===== src/rtl/imem_loader_pkg.sv =====
// loader_pkg: shared definitions for the instruction-memory loader.
//
// Contents:
//   state_t        loader frame-parser states
//   DEFAULT_DEPTH  default instruction memory capacity in 32-bit words
//   HEADER_BYTES   bytes in the frame header (16-bit little-endian word count)
//   WORD_BYTES     bytes per instruction word
//   LEN_W          width of the word-count field in the header
package loader_pkg;

  typedef enum logic [2:0] {
    LEN0 = 3'd0,  // waiting for word count, low byte
    LEN1 = 3'd1,  // waiting for word count, high byte
    DATA = 3'd2,  // receiving payload bytes
    CSUM = 3'd3,  // waiting for the checksum byte
    DONE = 3'd4,  // image loaded and verified (sticky)
    ERR  = 3'd5   // framing or checksum failure (sticky)
  } state_t;

  localparam int DEFAULT_DEPTH = 256;
  localparam int HEADER_BYTES  = 2;
  localparam int WORD_BYTES    = 4;
  localparam int LEN_W         = 8 * HEADER_BYTES;

endpackage


===== src/rtl/imem_loader_word_assembler.sv =====
// word_assembler: packs a little-endian byte stream into 32-bit words.
//
// Each accepted byte lands in the next lane (0..3). The lane-3 byte is not
// stored: the completed word is presented combinationally in the same cycle
// that lane 3 is accepted, together with word_last, so the consumer can
// register it without an extra cycle of latency.
//
// Ports:
//   clk        clock, rising edge
//   srst       synchronous active-high reset (clears lane counter and bytes)
//   byte_en    a byte is accepted this cycle
//   byte_in    the byte being accepted
//   word_last  byte_en on lane 3: word is complete this cycle
//   word       assembled word {byte_in, lane2, lane1, lane0}
module word_assembler
  import loader_pkg::*;
(
  input  logic        clk,
  input  logic        srst,
  input  logic        byte_en,
  input  logic [7:0]  byte_in,
  output logic        word_last,
  output logic [31:0] word
);

  localparam logic [1:0] LAST_LANE = 2'(WORD_BYTES - 1);

  logic [1:0] lane_reg;

  assign word_last = byte_en && (lane_reg == LAST_LANE);

  // Lane counter wraps naturally from 3 back to 0.
  always_ff @(posedge clk) begin
    if (srst) begin
      lane_reg <= '0;
    end else if (byte_en) begin
      lane_reg <= lane_reg + 2'd1;
    end
  end

  // Lower lanes hold their byte until the word completes.
  for (genvar gi = 0; gi < WORD_BYTES - 1; gi++) begin : g_lane
    logic [7:0] byte_reg;

    always_ff @(posedge clk) begin
      if (srst) begin
        byte_reg <= '0;
      end else if (byte_en && (lane_reg == 2'(gi))) begin
        byte_reg <= byte_in;
      end
    end

    assign word[gi*8 +: 8] = byte_reg;
  end

  // Top lane comes straight from the input on the completing cycle.
  assign word[31:24] = byte_in;

endmodule


===== src/rtl/imem_loader.sv =====
// imem_loader: writer side of the instruction memory.
//
// Receives a program image as a byte stream over valid/ready:
//   N_lo, N_hi, N*4 payload bytes (little-endian words), checksum byte
// where the checksum is the XOR of the payload bytes only. Payload words are
// written to the instruction memory at byte addresses 0, 4, 8, ... and the
// core is held in reset until the whole image has arrived and verified.
//
// Ports:
//   clock       system clock, rising edge
//   reset       synchronous, active-high
//   in_valid    byte on in_data is valid
//   in_data     stream byte
//   in_ready    loader can accept a byte this cycle
//   mem_we      one-cycle write strobe to the instruction memory
//   mem_addr    word-aligned byte address of the write
//   mem_wdata   instruction word
//   core_reset  high until the load completes successfully
//   done        image loaded and checksum matched (sticky)
//   error       framing or checksum failure (sticky)
module imem_loader
  import loader_pkg::*;
#(
  parameter int DEPTH  = DEFAULT_DEPTH,
  parameter int ADDR_W = 32
) (
  input  logic              clock,
  input  logic              reset,
  input  logic              in_valid,
  input  logic [7:0]        in_data,
  output logic              in_ready,
  output logic              mem_we,
  output logic [ADDR_W-1:0] mem_addr,
  output logic [31:0]       mem_wdata,
  output logic              core_reset,
  output logic              done,
  output logic              error
);

  // Index must be able to hold DEPTH itself (N = DEPTH is a legal image).
  localparam int IDX_W = $clog2(DEPTH + 1);
  localparam logic [LEN_W:0] DEPTH_LIMIT = (LEN_W + 1)'(DEPTH);

  state_t state_reg;
  state_t state_next;

  logic [7:0]        len_lo_reg;
  logic [IDX_W-1:0]  count_reg;
  logic [IDX_W-1:0]  index_reg;
  logic [7:0]        csum_reg;

  logic              mem_we_reg;
  logic [ADDR_W-1:0] mem_addr_reg;
  logic [31:0]       mem_wdata_reg;

  logic              ready_state;
  logic              accept;
  logic              data_en;
  logic [LEN_W-1:0]  len_full;
  logic              len_oversize;
  logic              word_last;
  logic [31:0]       word;
  logic              last_word;

  // Ready in every receiving state; forced low while reset is asserted so
  // no byte can slip in on the reset edge.
  assign ready_state = (state_reg == LEN0) || (state_reg == LEN1) ||
                       (state_reg == DATA) || (state_reg == CSUM);
  assign in_ready    = ready_state && !reset;
  assign accept      = in_valid && in_ready;
  assign data_en     = accept && (state_reg == DATA);

  assign len_full     = {in_data, len_lo_reg};
  assign len_oversize = {1'b0, len_full} > DEPTH_LIMIT;
  assign last_word    = (index_reg + IDX_W'(1)) == count_reg;

  word_assembler u_word_assembler (
    .clk       (clock),
    .srst      (reset),
    .byte_en   (data_en),
    .byte_in   (in_data),
    .word_last (word_last),
    .word      (word)
  );

  // ---------------------------------------------------------------------------
  // Frame-parser FSM
  // ---------------------------------------------------------------------------
  always_ff @(posedge clock) begin
    if (reset) begin
      state_reg <= LEN0;
    end else begin
      state_reg <= state_next;
    end
  end

  always_comb begin
    state_next = state_reg;
    case (state_reg)
      LEN0: begin
        if (accept) begin
          state_next = LEN1;
        end
      end
      LEN1: begin
        if (accept) begin
          if (len_oversize) begin
            state_next = ERR;
          end else if (len_full == '0) begin
            state_next = CSUM;
          end else begin
            state_next = DATA;
          end
        end
      end
      DATA: begin
        if (word_last && last_word) begin
          state_next = CSUM;
        end
      end
      CSUM: begin
        if (accept) begin
          // The checksum register already holds the XOR of every payload byte.
          state_next = (in_data == csum_reg) ? DONE : ERR;
        end
      end
      DONE:    state_next = DONE;
      ERR:     state_next = ERR;
      default: state_next = ERR;
    endcase
  end

  // ---------------------------------------------------------------------------
  // Datapath: header capture, checksum, write port
  // ---------------------------------------------------------------------------
  always_ff @(posedge clock) begin
    if (reset) begin
      len_lo_reg    <= '0;
      count_reg     <= '0;
      index_reg     <= '0;
      csum_reg      <= '0;
      mem_we_reg    <= 1'b0;
      mem_addr_reg  <= '0;
      mem_wdata_reg <= '0;
    end else begin
      mem_we_reg <= 1'b0;
      if (accept) begin
        case (state_reg)
          LEN0: len_lo_reg <= in_data;
          // Only meaningful when the count is legal; an oversize count goes
          // straight to ERR and is never used.
          LEN1: count_reg <= IDX_W'(len_full);
          DATA: begin
            csum_reg <= csum_reg ^ in_data;
            if (word_last) begin
              mem_we_reg    <= 1'b1;
              mem_addr_reg  <= ADDR_W'({index_reg, 2'b00});
              mem_wdata_reg <= word;
              index_reg     <= index_reg + IDX_W'(1);
            end
          end
          default: ;
        endcase
      end
    end
  end

  assign mem_we     = mem_we_reg;
  assign mem_addr   = mem_addr_reg;
  assign mem_wdata  = mem_wdata_reg;
  assign done       = (state_reg == DONE);
  assign error      = (state_reg == ERR);
  // Core stays in reset for everything short of a verified image, including
  // after an error, so a partially written memory is never executed.
  assign core_reset = (state_reg != DONE);

endmodule


===== config.mk =====
export PLATFORM = sky130hd
export DESIGN_NAME = imem_loader
export DESIGN_NICKNAME = d
export VERILOG_FILES = /design/src/rtl/imem_loader_pkg.sv /design/src/rtl/imem_loader_word_assembler.sv /design/src/rtl/imem_loader.sv
export SDC_FILE = /design/constraint.sdc
export NUM_CORES = 1
export LEC_CHECK = 0
export CAP_MARGIN = 10
export CORE_ASPECT_RATIO = 0.7
export CORE_MARGIN = 4
export CORE_UTILIZATION = 52
export CTS_CLUSTER_DIAMETER = 60
export CTS_CLUSTER_SIZE = 16
export DETAILED_ROUTE_END_ITERATION = 16
export PLACE_DENSITY = 0.79
export SLEW_MARGIN = 30
export SYNTH_ARGS = -nofsm -noshare
export SYNTH_HDL_FRONTEND = slang
export SYNTH_SLANG_ARGS = --single-unit

===== constraint.sdc =====
create_clock -name clock -period 2.58 [get_ports clock]
set_input_delay 0.516 -clock clock [delete_from_list [all_inputs] [get_ports clock]]
set_output_delay 0.516 -clock clock [all_outputs]
set_load 0.005 [all_outputs]

==> impl_metrics.json, run 1 <==
{
  "io_pins": 80,
  "fin_setup_tns_ns": 0,
  "grtUsageTotal_pct": 20.8,
  "synth_warnings": 0,
  "synth_area_leaders": "dfxtp_1 (47%), nand2_1 (11%), a21oi_1 (8.0%)",
  "drc": 0,
  "final_cell_mix": "nand2_1 (128), dfxtp_1 (105), a21oi_1 (71), clkdlybuf4s50_1 (55), nor2_1 (36)",
  "drt_iter0_markers": 376,
  "cts_tree": "yes",
  "cts_buffers": 9,
  "post-route-util_pct": 66.1,
  "start_util_pct": 55.0,
  "tightest_slew_ns": 0.874,
  "worst_setup_path_start_kind": "flip-flop",
  "antenna_found_initial": 0,
  "htree_num_levels": 3,
  "place_ws_ns": 0.0122,
  "core_area_mm2": 0.00807,
  "place_congestion": 0.865,
  "largest_register_ffs": 32,
  "drtPass1Iterations": 5,
  "viasPerCell": 5.35,
  "nets": 597,
  "synth-edff-count": 0,
  "place_area_mm2": 0.00501,
  "ys.flop_type": "dfxtp_1",
  "grt_first_pass_wirelength_mm": 16.9,
  "netlist_area_mm2": 0.00444,
  "port_buffers": 56,
  "worstSetupPathType": "reg -> out",
  "multi_input_area_mm2": 0.00208,
  "yosys.area.top_type_share_pct": 47.3,
  "cp_data_required_time_ns": 2.06,
  "hold_path_end": "state_reg[1]$_SDFFE_PP0P_",
  "hold_buffers": 0,
  "synth_cell_types": 35,
  "final_common_cell": "nand2_1",
  "cellPowerDensity_mw_per_mm2": 620,
  "finalSetupViolCount": 0,
  "dr_total_vias": 3672,
  "drv_cap": 0,
  "rr_worst_depth": 7,
  "cts_root_buffer": "clkbuf_16",
  "fillers": 674,
  "r2r_end": "state_reg[2]$_SDFFE_PP0P_",
  "critPathArrivalTime_ns": 1.91,
  "grt_max_degree": 89,
  "critPathMaxFanout": 5,
  "hp-start": "reset",
  "min_period_ns": 2.43,
  "layoutNonFillerInstCount": 686,
  "setup_slack_ns": 0.150,
  "avgSynthCellArea_um2": 8.24,
  "post_drt_wl_per_cell_um": 14.9,
  "drtAntennaViolNets": 0,
  "routed_wl_mm": 10.2,
  "placed_cells": 671,
  "syn_inst": 539,
  "slew_viol_final": 0,
  "die_area_mm2": 0.0101,
  "ir_worst_vdd_v": 0.000411,
  "min_path_cells": 2,
  "areaGrowthSynthToFinish_pct": 20.2,
  "cts_sinks": 105,
  "cts_buffer_depth": 2,
  "hold_ws_ns": 0.448,
  "hold_class": "in -> reg",
  "rsz0062_at_grt": "no",
  "r2r_setup_slack_ns": 0.37,
  "reg2reg_from": "index_reg[1]$_SDFFE_PP0P_",
  "p_leak_nw": 1.99,
  "ys_seq_area_share_pct": 47.3,
  "skew_ns": 0.00797,
  "cts-resized-gates": 0,
  "synthArstFlopShare_pct": 0,
  "fmax_mhz": 411,
  "finalHoldViolCount": 0,
  "worstSkewPairLatency_ns": 0.35,
  "maxSlewHeadroom_pct": 41.8,
  "grt_pass1_vias": 3391,
  "die_y_um": 85.3,
  "final.period_utilization_pct": 94.2,
  "status": "completed",
  "register_area_mm2": 0.00210,
  "fin_area_mm2": 0.00534,
  "antennaDiodeCount": 0,
  "clk_pin_slew_worst_paths_ns": 0.07,
  "power_mw": 3.31,
  "postCtsSetupBuffers": 0,
  "placementRows": 27,
  "ys_ff_latch": 105,
  "synth_top_area_cell": "dfxtp_1",
  "grt_overflow_total": 0,
  "die_w_um": 118,
  "cp-end-kind": "primary output",
  "drive_above_1_share_pct": 6.50,
  "dp_hpwl_mm": 7.10
}
==> logic make-up after synthesis <==
kind of cell,count (synthesis),share of synthesized area [%]
simple gates,220,21.3
flops,105,47.3
compound gates,83,10.1
buf+inv,67,7.75
xor+xnor,38,7.50
mux,20,4.51
fa+ha+maj,5,1.41
other cells,1,0.0844
==> synthesized netlist by cell type (5+ instances only) <==
master,n
nand3_1,30
or3_1,5
xor2_1,18
nor4_1,5
a21oi_1,71
nand2_1,128
xnor2_1,20
buf_4,23
buf_2,5
nor2_1,37
clkbuf_1,32
dfxtp_1,105
mux2i_1,20
ha_1,5
==> area by class of cell <==
| cell class | count | area share [%] |
|---|---|---|
| Tap cell | 101 | 2.37 |
| Clock buffer | 11 | 4.74 |
| Inverter | 5 | 0.352 |
| Sequential cell | 105 | 39.4 |
| Multi-Input combinational cell | 389 | 39.0 |
| Clock inverter | 4 | 1.43 |
| Timing Repair Buffer | 71 | 12.8 |
==> worst max-delay path by stage <==
stage / startpoint / to / slack [ns] / depth (start not counted)
finish: state_reg[2]$_SDFFE_PP0P_ / done / 0.15 / 4
global route: state_reg[2]$_SDFFE_PP0P_ / done / 0.13 / 4
CTS: state_reg[2]$_SDFFE_PP0P_ / done / 0.16 / 4
detailed placement: in_valid / mem_wdata[26]$_SDFFE_PP0P_ / 0.01 / 8
global placement: in_valid / mem_wdata[26]$_SDFFE_PP0P_ / 0.14 / 8
floorplan: reset / state_reg[2]$_SDFFE_PP0P_ / 0.64 / 7
==> layer usage <==
layer  vias to the layer above  track usage [%]  part of all wire (%)  routed length [µm]
met5                         -                0                     0                   0
met4                         0             6.94                   1.8                 184
met3                        21             5.80                   6.9                 711
met2                       123             31.9                    44                4510
met1                      1723             28.4                    47                4830
li1                       1805                -                     -                   -
==> critical path, stage by stage (launching register included) <==
cell and delay [ns]:
dfxtp_1 0.45, inv_2 0.13, or3_1 0.43, inv_1 0.07, clkdlybuf4s50_1 0.49
==> power breakdown <==
part           internal (mW)  switching, mW  total, mW
Sequential              1.63         0.0145       1.65
Combinational         0.0688          0.106      0.175
Clock                  0.899          0.587       1.49
No activity file was read; power rests on OpenSTA's default activity.
==> run 2, diff against run 1 <==
Settings changed: CORE_UTILIZATION 52 to 25, HOLD_SLACK_MARGIN from default to 0.06, PLACE_DENSITY 0.79 to default.
Clock period 2.58 ns to 3.1 ns, I/O delays scaled along.
==> run 2 against run 1 <==
Net effect:
- combinational power fell by 18%
- clock-buffer cell count stayed put
- setup slack gained 0.44 ns
- core utilization fell by 35 points
- first-iteration DRC count decreased by 41%
- clock skew is 0.00081 ns higher
==> impl_metrics.json, run 2 (synthesis gave the netlist of run 1 again) <==
{
  "drt_iter0_markers": 222,
  "die_y_um": 120,
  "rsz0062_at_grt": "no",
  "cts_buffer_depth": 2,
  "r2r_end": "state_reg[2]$_SDFFE_PP0P_",
  "io_pins": 80,
  "layoutNonFillerInstCount": 817,
  "cts_buffers": 9,
  "r2r_setup_slack_ns": 0.88,
  "grt_overflow_total": 0,
  "finalHoldViolCount": 0,
  "path_buf_inv": 3,
  "critical_path.cell_chain": "inv_2, or3_1, inv_1, clkdlybuf4s50_1",
  "fin_setup_tns_ns": 0,
  "hp-start": "mem_wdata[30]$_SDFFE_PP0P_",
  "p_int_mw": 1.98,
  "placementRows": 40,
  "finalSetupViolCount": 0,
  "grt_max_degree": 104,
  "core_area_mm2": 0.0173,
  "final.period_utilization_pct": 80.9,
  "tightest_slew_ns": 0.756,
  "p_leak_nw": 1.97,
  "rr_worst_depth": 7,
  "largest_register_ffs": 32,
  "placed_cells": 801,
  "worstSetupPathType": "reg -> out",
  "cp-end-kind": "primary output",
  "cp_slowest_cell": "clkdlybuf4s50_1",
  "drc": 0,
  "place_ws_ns": 0.355,
  "slew_viol_final": 0,
  "grtUsageTotal_pct": 10.7,
  "grt_first_pass_wirelength_mm": 17.4,
  "antenna_found_initial": 0,
  "busiest_layer": "met1",
  "p_clk_share_pct": 41.1,
  "p_sw_share_pct": 22.9,
  "maxSlewHeadroom_pct": 49.6,
  "dr_total_vias": 3558,
  "use_met3_pct": 3.52,
  "critPathMaxFanout": 5,
  "htree_num_levels": 3,
  "min_period_ns": 2.51,
  "skew_ns": 0.00878,
  "routed_wl_mm": 10.7,
  "clk_pin_slew_worst_paths_ns": 0.07,
  "antennaDiodeCount": 0,
  "worstSkewPairLatency_ns": 0.35,
  "drv_cap": 0,
  "setup_slack_ns": 0.591,
  "postCtsSetupBuffers": 0,
  "grt_pass1_vias": 3262,
  "critPathArrivalTime_ns": 1.89,
  "power_frac_seq_pct": 53.3,
  "drive_above_1_share_pct": 6.48,
  "post-route-util_pct": 31.5,
  "final_cell_mix": "nand2_1 (128), dfxtp_1 (105), a21oi_1 (71), clkdlybuf4s50_1 (55), nor2_1 (36)",
  "status": "completed",
  "worst_setup_path_start_kind": "flip-flop",
  "die_w_um": 167,
  "met2_usage_pct": 15.0,
  "post_drt_wl_per_cell_um": 13.2,
  "start_util_pct": 25.7,
  "final_common_cell": "nand2_1",
  "min_path_cells": 2,
  "comb_power_share_pct": 5.6,
  "hold_class": "reg -> reg",
  "dp_hpwl_mm": 7.43,
  "cp_data_required_time_ns": 2.48,
  "cts_sinks": 105,
  "use_met1_pct": 15.7,
  "cts_root_buffer": "clkbuf_16",
  "cellPowerDensity_mw_per_mm2": 472,
  "max_stage_delay_ns": 0.49,
  "reg2reg_from": "index_reg[0]$_SDFFE_PP0P_",
  "place_congestion": 0.782,
  "hold_path_end": "mem_wdata[30]$_SDFFE_PP0P_",
  "crit_family": "buffers and inverters",
  "cts-resized-gates": 0,
  "die_area_mm2": 0.0200,
  "hold_buffers": 0,
  "viasPerCell": 4.35,
  "fillers": 1856,
  "port_buffers": 56,
  "cts_tree": "yes",
  "drtAntennaViolNets": 0,
  "ir_worst_vdd_v": 0.000278,
  "p_sw_mw": 0.589,
  "fmax_mhz": 399,
  "nets": 597,
  "drtPass1Iterations": 4,
  "areaGrowthSynthToFinish_pct": 22.5
}
## run 2: changes by cell type in the layout (fill, tap and decap cells not counted), sizes merged
cell and delta:
bufinv -2, clkinv +3
## run 2: worst max-delay path by stage
stage	startpoint	to	slack, ns	cells past startpoint
finish	state_reg[2]$_SDFFE_PP0P_	done	0.59	4
global route	state_reg[2]$_SDFFE_PP0P_	done	0.52	4
CTS	state_reg[2]$_SDFFE_PP0P_	done	0.57	4
detailed placement	in_valid	state_reg[2]$_SDFFE_PP0P_	0.35	7
global placement	in_valid	state_reg[2]$_SDFFE_PP0P_	0.40	7
floorplan	reset	state_reg[2]$_SDFFE_PP0P_	1.06	7
## run 2: layer usage
metal  part of all wire (%)  wire length (µm)
met4                   0.90                97
met5                      0                 0
met2                     41              4390
met3                    6.0               643
met1                     52              5620
## run 2: layout make-up
type | instances | area [µm²] | share of cell area (%)
tap | 231 | 289 | 5.32
multi-input combinational | 389 | 2080 | 38.2
sequential | 105 | 2100 | 38.7
inverter | 5 | 18.8 | 0.345
clock inverter | 5 | 31.3 | 0.575
timing repair buffer | 71 | 674 | 12.4
clock buffer | 11 | 243 | 4.46
## run 2: power groups by stage
| stage | Sequential, mW | Clock, mW | Combinational [mW] |
|---|---|---|---|
| 2_1_floorplan | 1.40 | 0 | 0.114 |
| 3_3_place_gp | 1.40 | 0 | 0.142 |
| 3_5_place_dp | 1.40 | 0 | 0.142 |
| 4_1_cts | 1.37 | 1.09 | 0.143 |
| 5_1_grt | 1.37 | 1.14 | 0.156 |
| 6_report | 1.37 | 1.06 | 0.143 |
## run 2: through the flow
stage | hold slack [ns] | instance area, µm² | power (mW)
floorplan | 0.432 | 4520 | 1.51
global placement | 0.444 | 5160 | 1.54
detailed placement | 0.448 | 5160 | 1.54
CTS | 0.459 | 5440 | 2.60
global route | 0.475 | 5440 | 2.67
finish | 0.454 | 5440 | 2.57
## run 2: tightest hold or removal path, delay by kind of cell (launching register included)
family | cells | cell delay, ns
DFF | 1 | 0.31
and+or+nand+nor | 1 | 0.05
AOI/OAI and AO/OA | 1 | 0.05
==> run 3, diff against run 2 <==
Clock period 3.1 ns to 2.15 ns, I/O delays scaled along.
==> run 3 against run 2 <==
Net effect:
- via count is 0.31% higher
- clock-buffer cell count is 1 higher
- global-route usage up 0.22 points
- sequential share of layout area down 1.6 points
==> impl_metrics.json, run 3 (synthesis gave the netlist of run 1 again) <==
{
  "grtUsageTotal_pct": 10.9,
  "critPathArrivalTime_ns": 1.61,
  "post_drt_wl_per_cell_um": 12.7,
  "drtPass1Iterations": 4,
  "placed_cells": 820,
  "placementRows": 40,
  "status": "completed",
  "dp_hpwl_mm": 7.59,
  "skew_ns": 0.00692,
  "place_congestion": 0.784,
  "die_w_um": 167,
  "busiest_layer": "met1",
  "max_stage_delay_ns": 0.46,
  "layoutNonFillerInstCount": 837,
  "cts_sinks": 105,
  "place_area_mm2": 0.00535,
  "cellPowerDensity_mw_per_mm2": 679,
  "register_area_mm2": 0.00211,
  "grt_max_degree": 106,
  "drt_iter0_markers": 273,
  "cts_tree": "yes",
  "critical_path.cell_chain": "inv_2, or3_4, clkdlybuf4s50_1",
  "drv_cap": 0,
  "worstSkewPairLatency_ns": 0.35,
  "antenna_found_initial": 0,
  "grt_pass1_vias": 3421,
  "min_period_ns": 2.04,
  "core_area_mm2": 0.0173,
  "finalSetupViolCount": 0,
  "antennaDiodeCount": 0,
  "fin_setup_tns_ns": 0,
  "rsz0062_at_grt": "no",
  "p_leak_nw": 2.10,
  "final.period_utilization_pct": 95.1,
  "fmax_mhz": 489,
  "hold_class": "reg -> reg",
  "worstSetupPathType": "reg -> out",
  "ir_worst_vdd_v": 0.000322,
  "setup_slack_ns": 0.106,
  "largest_register_ffs": 32,
  "power_mw": 3.86,
  "htree_num_levels": 3,
  "dr_total_vias": 3569,
  "finalHoldViolCount": 0,
  "hold_ws_ns": 0.452,
  "cp_slowest_cell": "clkdlybuf4s50_1",
  "final_cell_mix": "nand2_1 (128), dfxtp_1 (103), a21oi_1 (71), clkdlybuf4s50_1 (54), nor2_1 (36)",
  "drtAntennaViolNets": 0,
  "grt_overflow_total": 0,
  "cts_buffer_depth": 2,
  "nets": 617,
  "slew_viol_final": 0,
  "cts_root_buffer": "clkbuf_16",
  "routed_wl_mm": 10.6,
  "cp_data_required_time_ns": 1.72,
  "start_util_pct": 25.7,
  "areaGrowthSynthToFinish_pct": 28.0,
  "final_common_cell": "nand2_1",
  "viasPerCell": 4.26,
  "io_pins": 80,
  "post-route-util_pct": 32.9,
  "fin_area_mm2": 0.00568,
  "clk_pin_slew_worst_paths_ns": 0.07,
  "drive_above_1_share_pct": 10.2,
  "drc": 0,
  "port_buffers": 56,
  "critPathMaxFanout": 5,
  "die_y_um": 120,
  "met2_usage_pct": 15.1,
  "cts_buffers": 9,
  "worst_setup_path_start_kind": "flip-flop",
  "fillers": 1825,
  "die_area_mm2": 0.0200,
  "grt_first_pass_wirelength_mm": 17.8,
  "place_ws_ns": -0.198,
  "use_met1_pct": 16.1,
  "use_met3_pct": 4.15,
  "multi_input_area_mm2": 0.00209,
  "cp-end-kind": "primary output",
  "hold_buffers": 0
}
## run 3: cell count changes in the layout (fill, tap and decap cells not counted), sizes merged
cell           previous run  this run
clkinv                    4         2
dlygate4sd2               0         1
clkbuf                   11        12
buf                      16        36
bufinv                    0         1
clkdlybuf4s50            55        54
## run 3: cell type report
cell class                      count  area share [%]
Clock inverter                      4           0.903
Sequential cell                   105            37.1
Clock buffer                       12            4.51
Multi-Input combinational cell    389            36.8
Inverter                            5           0.330
Tap cell                          231            5.09
Timing Repair Buffer               91            15.3
## run 3: critical path, delay by kind of cell (launching register included)
family / cells / cell delay, ns
flops: 1 / 0.35
buf+inv: 2 / 0.52
simple gates: 1 / 0.40
## run 3: metal layers
| layer | share of wire (%) | vias to the layer above |
|---|---|---|
| li1 | - | 1850 |
| met1 | 51 | 1649 |
| met2 | 41 | 64 |
| met3 | 6.4 | 6 |
| met4 | 0.70 | 0 |
| met5 | 0 | - |
## run 3: power by group
| part | switching (mW) | total (mW) | leakage [nW] | internal, mW |
|---|---|---|---|---|
| Combinational | 0.129 | 0.221 | 1.11 | 0.0918 |
| Clock | 0.700 | 1.67 | 0.149 | 0.967 |
| Sequential | 0.0145 | 1.97 | 0.848 | 1.96 |
## run 3: worst paths after layout
| check | start | endpoint | slack, ns | cells after the start |
|---|---|---|---|---|
| min reg2reg | u_word_assembler.g_lane[2].byte_reg[2]$_SDFFE_PP0P_ | mem_wdata[18]$_SDFFE_PP0P_ | 0.45 | 2 |
| max reg2reg | index_reg[0]$_SDFFE_PP0P_ | state_reg[2]$_SDFFE_PP0P_ | 0.24 | 7 |
| max | state_reg[2]$_SDFFE_PP0P_ | core_reset | 0.11 | 3 |
| min | u_word_assembler.g_lane[2].byte_reg[2]$_SDFFE_PP0P_ | mem_wdata[18]$_SDFFE_PP0P_ | 0.45 | 2 |
## run 3: what timing repair did
item                                   CTS  global route
gates resized for setup                  4             2
setup endpoints to repair                2             2
buffers inserted                         1             0
endpoints found under the hold margin    0             0
